==> config.mk <==
export PLATFORM = sky130hd
export DESIGN_NAME = psum_accum_array
export DESIGN_NICKNAME = d
export VERILOG_FILES = /design/src/rtl/psum_accum_array.sv
export SDC_FILE = /design/constraint.sdc
export NUM_CORES = 2
export LEC_CHECK = 0
export BUFFER_PORTS_ARGS = -buffer_cell sky130_fd_sc_hd__buf_2
export CORE_AREA = 5 5 602 604
export DETAILED_ROUTE_END_ITERATION = 12
export DIE_AREA = 0 0 607 609
export PLACE_DENSITY = 0.46
export SYNTH_ARGS = -nofsm -noshare
export SYNTH_HDL_FRONTEND = slang
export SYNTH_SLANG_ARGS = --single-unit
export TNS_END_PERCENT = 20
==> constraint.sdc <==
create_clock -name clk -period 96.7 [get_ports clk]
set_input_delay 19.34 -clock clk [delete_from_list [all_inputs] [get_ports clk]]
set_output_delay 19.34 -clock clk [all_outputs]
set_load 0.005 [all_outputs]
==> src/rtl/psum_accum_array.sv <==
// Lane-parallel partial-sum accumulator: sums K product beats plus a per-lane bias and
// emits one saturated Z vector per burst. Output is 1 cycle after the last beat; input stalls while Z is held unaccepted.
`timescale 1ns/1ps
module psum_accum_array #(
  parameter int dataWidth   = 32,
  parameter int pactivation = 16,
  parameter int cntWidth    = 16
) (
  input  logic                             clk,
  input  logic                             rst,
  input  logic [dataWidth*pactivation-1:0] bias,
  input  logic                             in_valid,
  output logic                             in_ready,
  input  logic                             in_last,
  input  logic [dataWidth*pactivation-1:0] in_data,
  output logic                             out_valid,
  input  logic                             out_ready,
  output logic [dataWidth*pactivation-1:0] out_data,
  output logic [cntWidth-1:0]              beat_count,
  output logic                             sat_flag
);

  localparam int vecWidth = dataWidth * pactivation;
  localparam logic [0:0] ACCUM = 1'b0;
  localparam logic [0:0] HOLD  = 1'b1;
  localparam logic [dataWidth-1:0] laneMax = {1'b0, {(dataWidth-1){1'b1}}};
  localparam logic [dataWidth-1:0] laneMin = {1'b1, {(dataWidth-1){1'b0}}};
  localparam logic [cntWidth-1:0]  cntOne  = {{(cntWidth-1){1'b0}}, 1'b1};

  logic [0:0]             state;
  logic                   first;
  logic [vecWidth-1:0]    acc;
  logic [vecWidth-1:0]    accNext;
  logic [cntWidth-1:0]    cnt;
  logic [cntWidth-1:0]    cntNext;
  logic                   satSticky;
  logic                   satNext;
  logic [pactivation-1:0] laneSat;
  logic                   cntSat;
  logic                   accept;

  // One extra sum bit per lane; disagreement of the top two bits marks overflow.
  for (genvar i = 0; i < pactivation; i++) begin : gLane
    logic [dataWidth-1:0] base;
    logic [dataWidth-1:0] addend;
    logic [dataWidth:0]   sum;

    assign base   = first ? bias[i*dataWidth +: dataWidth] : acc[i*dataWidth +: dataWidth];
    assign addend = in_data[i*dataWidth +: dataWidth];
    assign sum    = {base[dataWidth-1], base} + {addend[dataWidth-1], addend};
    assign laneSat[i] = sum[dataWidth] ^ sum[dataWidth-1];
    assign accNext[i*dataWidth +: dataWidth] =
      !laneSat[i] ? sum[dataWidth-1:0] : (sum[dataWidth] ? laneMin : laneMax);
  end

  // The beat counter sticks at all-ones rather than wrapping, and flags it as saturation.
  assign cntSat  = !first && (&cnt);
  assign cntNext = first ? cntOne : (cntSat ? cnt : cnt + cntOne);
  assign satNext = (!first && satSticky) || (|laneSat) || cntSat;

  assign in_ready = !rst && ((state == ACCUM) || out_ready);
  assign accept   = in_valid && in_ready;

  always_ff @(posedge clk or posedge rst) begin
    if (rst) begin
      state      <= ACCUM;
      first      <= 1'b1;
      acc        <= '0;
      cnt        <= '0;
      satSticky  <= 1'b0;
      out_valid  <= 1'b0;
      out_data   <= '0;
      beat_count <= '0;
      sat_flag   <= 1'b0;
    end else if (accept) begin
      acc       <= accNext;
      cnt       <= cntNext;
      satSticky <= satNext;
      first     <= in_last;
      if (in_last) begin
        out_data   <= accNext;
        beat_count <= cntNext;
        sat_flag   <= satNext;
        out_valid  <= 1'b1;
        state      <= HOLD;
      end else begin
        // An accepted beat in HOLD implies out_ready, so the held vector is consumed here.
        out_valid <= 1'b0;
        state     <= ACCUM;
      end
    end else if ((state == HOLD) && out_ready) begin
      out_valid <= 1'b0;
      state     <= ACCUM;
    end
  end

endmodule

### Yosys cells after proc, flatten, opt, wreduce, memory -nomap -nowiden

Index checks and enable logic that the tools add are counted.

| operators by class | value |
|---|---|
| $add $sub $neg | 17 |
| mux-type cells | 53 |
| bitwise operators | 17 |
| reduce and logical (&&, ||, !) cells | 14 |

Operators with widths:

| operator | count |
|---|---|
| $mux 32 | 48 |
| $add 32x32->33 | 16 |
| $mux 16 | 2 |
| $add 16x1->16 const B | 1 |
| $reduce_and 16->1 | 1 |
| $reduce_or 16->1 | 1 |
| $xor 1x1->1 | 16 |
| $logic_and 1x1->1 | 5 |
| $logic_or 1x1->1 | 3 |
| $mux 1 | 3 |
| $logic_not 1->1 | 2 |
| $reduce_and 2->1 | 1 |
| $reduce_bool 2->1 | 1 |
| $not 1->1 | 1 |

| word-level totals | value |
|---|---|
| flip-flop bits (word level) | 1060 |
| input bits | 1029 |
| output and inout bits | 531 |
| logic and storage cells | 109 |

### Logic depth before layout (Yosys ltp)

| depth | value |
|---|---|
| word-level depth | 6 |
| depth in mapped cells | 20 |
| depth with buffers taken out | 15 |

### Least setup slack after synthesis

Ideal clock, no wire load.

| path | value |
|---|---|
| kind | input to output |
| from | input port out_ready |
| to | output port in_ready |
| arrival | 19.602 ns |
| required time | 77.360 ns |
| setup slack | 57.758 ns |
| stages | 2 |
| path buffers | 0 |
| path through | inv_1 -> a21oi_1 |

| on the way | value |
|---|---|
| cells in the longest elaborated chain, start to end | 2 |

Ends and longest elaborated chain:

| element | line | text |
|---|---|---|
| from (decl) | 17 | `input logic out_ready,` |
| $logic_or 1x1->1 | 61 | `assign in_ready = !rst && ((state == ACCUM) \|\| out_ready);` |
| $logic_and 1x1->1 | 61 |  |
| to (decl) | 13 | `output logic in_ready,` |

No other way between the ends.

### Worst setup path after layout

| path | value |
|---|---|
| from | input port rst |
| to | output port in_ready |

| on the way | value |
|---|---|
| cells in the longest elaborated chain, start to end | 2 |

Ends and longest elaborated chain:

| element | line | text |
|---|---|---|
| from (decl) | 10 | `input logic rst,` |
| $logic_not 1->1 (no line) | - |  |
| $logic_and 1x1->1 | 61 |  |

No other way between the ends.

==> qor.yml <==
critPathTopFamily: "compound AO/OA/AOI/OAI gates"
drc: 0
die_h_microns: 609
cts_root_buf: "clkbuf_16"
syn2layout_area_growth_pct: 25.29
portBuffers: 1559
drtAntennaViolNets: 0
cts_resized: 0
cp.required_ns: 77.36
finalHoldViolations: 0
numClockSinks: 1060
ctsHoldBuffers: 0
status: "finished clean"
place_ws_ns: 56.73
numCtsBuffers: 149
maxSlewViolCount: 0
grt_pass1_vias: 68400
drive_gt1_frac: 0.2767
ys.flop_type: "dfrtp_1"
layout.nets: 11270
vias: 70260
wirelength_microns: 398200
crit_top_cell: "buf_2"
period_share: 0.4121
maxSlewHeadroom: 0.2115
avgSynthCellArea_sq_um: 8.909
cp-start-kind: "input port"
fmax_ghz: 0.02509
rows: 220
rsz0062_at_grt: "no"
cts_setup_buffers: 0
power_density_nw_per_um2: 37.05
critPathKind: "in2out"
cp_max_fo: 4
crit_arrival_ns: 20.51
dieWidth_microns: 607
die_area_sq_um: 369700
start_util: 0.2072
nFillCells: 39480
max_cap_violations: 0
max_stage_delay_ns: 0.63
cts_tree: "built"
grt_usage: 0.2057
critPathBufInv: 3
grt_max_degree: 178
ir_drop_uv: 15.10
grt_pass1_wl_microns: 548100
timing.final.ws_setup_ns: 56.85
gp_congestion: 0.9466
drtIter0Drc: 5314
cp-end-kind: "primary output"
place_area_sq_um: 87120
clkLatencyLatePin_ns: 0.83
cts_buffer_depth: 4
async_reset_ff_frac: 1.000
ys_ff_latch: 1060
synth-edff-count: 0
finalClockSkew_ns: 0.05083
syn-num-nets: 9861
clk_pin_slew_worst_paths_ns: 0.06
synth_cell_types: 93
hpwl_microns: 326200
coreArea_sq_um: 357000
critPathSlowestCell: "a21oi_1"
worstMarginPinSlew_ns: 1.175
finalCriticalPeriod_ns: 39.85
synth_area_sq_um: 73970
grt.overflow.total: 0
yosysSeqAreaShare: 0.3586
pin_count: 1560
hold_path.class: "reg2reg"
stdcell_area_sq_um: 92680
antenna_found_initial: 299
wire_per_inst_microns: 26.97
cp_cell_sequence: "buf_2 -> a21oi_1 -> buf_4 -> buf_2"
cts_max_level: 4
cellLeakagePower_nw: 42.71
setup_viol: 0
routed_via_density: 4.758
drt_pass1_iterations: 6
synthCells: 8303
synth_warnings: 0
fin_setup_tns_ns: 0
[state kept, by name, indices dropped and copies added (netlist names)]
signal      count
beat_count     16
sat_flag        1
satSticky       1
out_valid       1
out_data      512
cnt            16
acc           512
first           1
[cell usage in the layout, fill, tap and decap left out, types with 19 or more instances in the layout]
cell type / n
a211oi_1: 43
a21o_1: 243
a21oi_1: 654
a31o_2: 20
a31oi_1: 91
and2_1: 32
and3_1: 46
buf_2: 1559
buf_4: 97
clkbuf_1: 19
clkbuf_16: 150
clkbuf_8: 35
clkinv_2: 22
dfrtp_1: 1059
diode_2: 168
ha_1: 513
inv_1: 176
maj3_1: 88
mux2_2: 733
mux2i_1: 22
nand2_1: 1376
nand2b_1: 62
nand3_1: 87
nand4_1: 65
nor2_1: 416
nor2b_1: 69
nor3_1: 75
o211ai_1: 45
o21a_1: 91
o21ai_0: 902
o21ai_1: 30
o21bai_1: 69
o31a_1: 19
o31ai_1: 47
or3_1: 22
xnor2_1: 299
xor2_1: 164
[worst min-delay path, cell delays in order, from the launching register on]
cell and delay, ns:
dfrtp_1 0.34, nand2_1 0.05, nand2_1 0.05
[routing by layer]
| metal | global-route usage | wire, microns | up-vias |
|---|---|---|---|
| met5 | 0 | 497 | - |
| met4 | 0.08479 | 18390 | 80 |
| met3 | 0.04824 | 25820 | 757 |
| met2 | 0.3380 | 185100 | 2306 |
| met1 | 0.2579 | 168400 | 34410 |
| li1 | - | - | 32710 |
[cells by family (layout without fill, tap and decap cells)]
kind of cell | Yosys count | in the layout | synth area share
DFF | 1060 | 1060 | 0.3586
other | 0 | 168 | 0
buffers and inverters | 581 | 2103 | 0.02999
adders and majority gates | 622 | 622 | 0.1038
and+or+nand+nor | 2349 | 2349 | 0.1368
AOI/OAI and AO/OA | 2467 | 2467 | 0.2005
xor gates and xnor gates | 469 | 469 | 0.05573
muxes | 755 | 755 | 0.1146
[where the power goes]
group          leakage (nW)  switching [mW]  internal, mW
sequential             12.8           0.120         0.656
combinational          27.4            1.31         0.754
clock                  2.53           0.240         0.356
total                  42.7            1.67          1.77
[stage by stage]
step	total power [mW]	instances	utilization	hold WS, ns
CTS	3.459	14600	0.2584	0.4634
floorplan	1.990	8303	-	0.4348
detailed placement	2.839	14330	0.2440	0.4500
global route	3.674	14720	0.2592	0.4792
global placement	2.836	14330	0.2440	0.4449
finish	3.434	14770	0.2596	0.4611
[Yosys cell counts (all sizes together) (79+ instances only)]
library cell	n	area, sq um
dfrtp	1059	26500
ha	513	6419
a21o	243	1824
xor2	166	1454
o21ai	932	4664
nand2	1378	5172
a21oi	656	3287
xnor2	303	2669
nor3	79	405.4
clkbuf	362	1359
maj3	93	937.1
inv	177	664.4
mux2	733	8254
nand3	87	435.4
o21a	91	683.2
a31oi	94	603.1
nor2	419	1575
[worst paths after layout]
check	startpoint	slack, ns	to	cells after the start
worst max-delay path	rst	56.85	in_ready	4
worst min-delay path	acc[230]$_DFFE_PP0P_	0.46	acc[230]$_DFFE_PP0P_	2
worst max register to register	first$_DFFE_PP1P_	87.50	out_data[161]$_DFFE_PP0P_	20
worst min register to register	acc[230]$_DFFE_PP0P_	0.46	acc[230]$_DFFE_PP0P_	2
max in group asynchronous	rst	75.05	acc[398]$_DFFE_PP0P_	5
min in group asynchronous	rst	18.61	out_valid$_DFFE_PP0P_	2
[cell type report]
type	count	area [sq um]	share of cell area
antenna	168	420.4	0.004536
clock inverter	61	834.6	0.009005
timing repair buffer	1661	8631	0.09312
clock buffer	204	4307	0.04647
sequential	1060	26530	0.2863
tap	4773	5972	0.06444
inverter	177	671.9	0.007250
multi-input combinational	6662	45310	0.4889
Power figures use the tool's default switching activity.
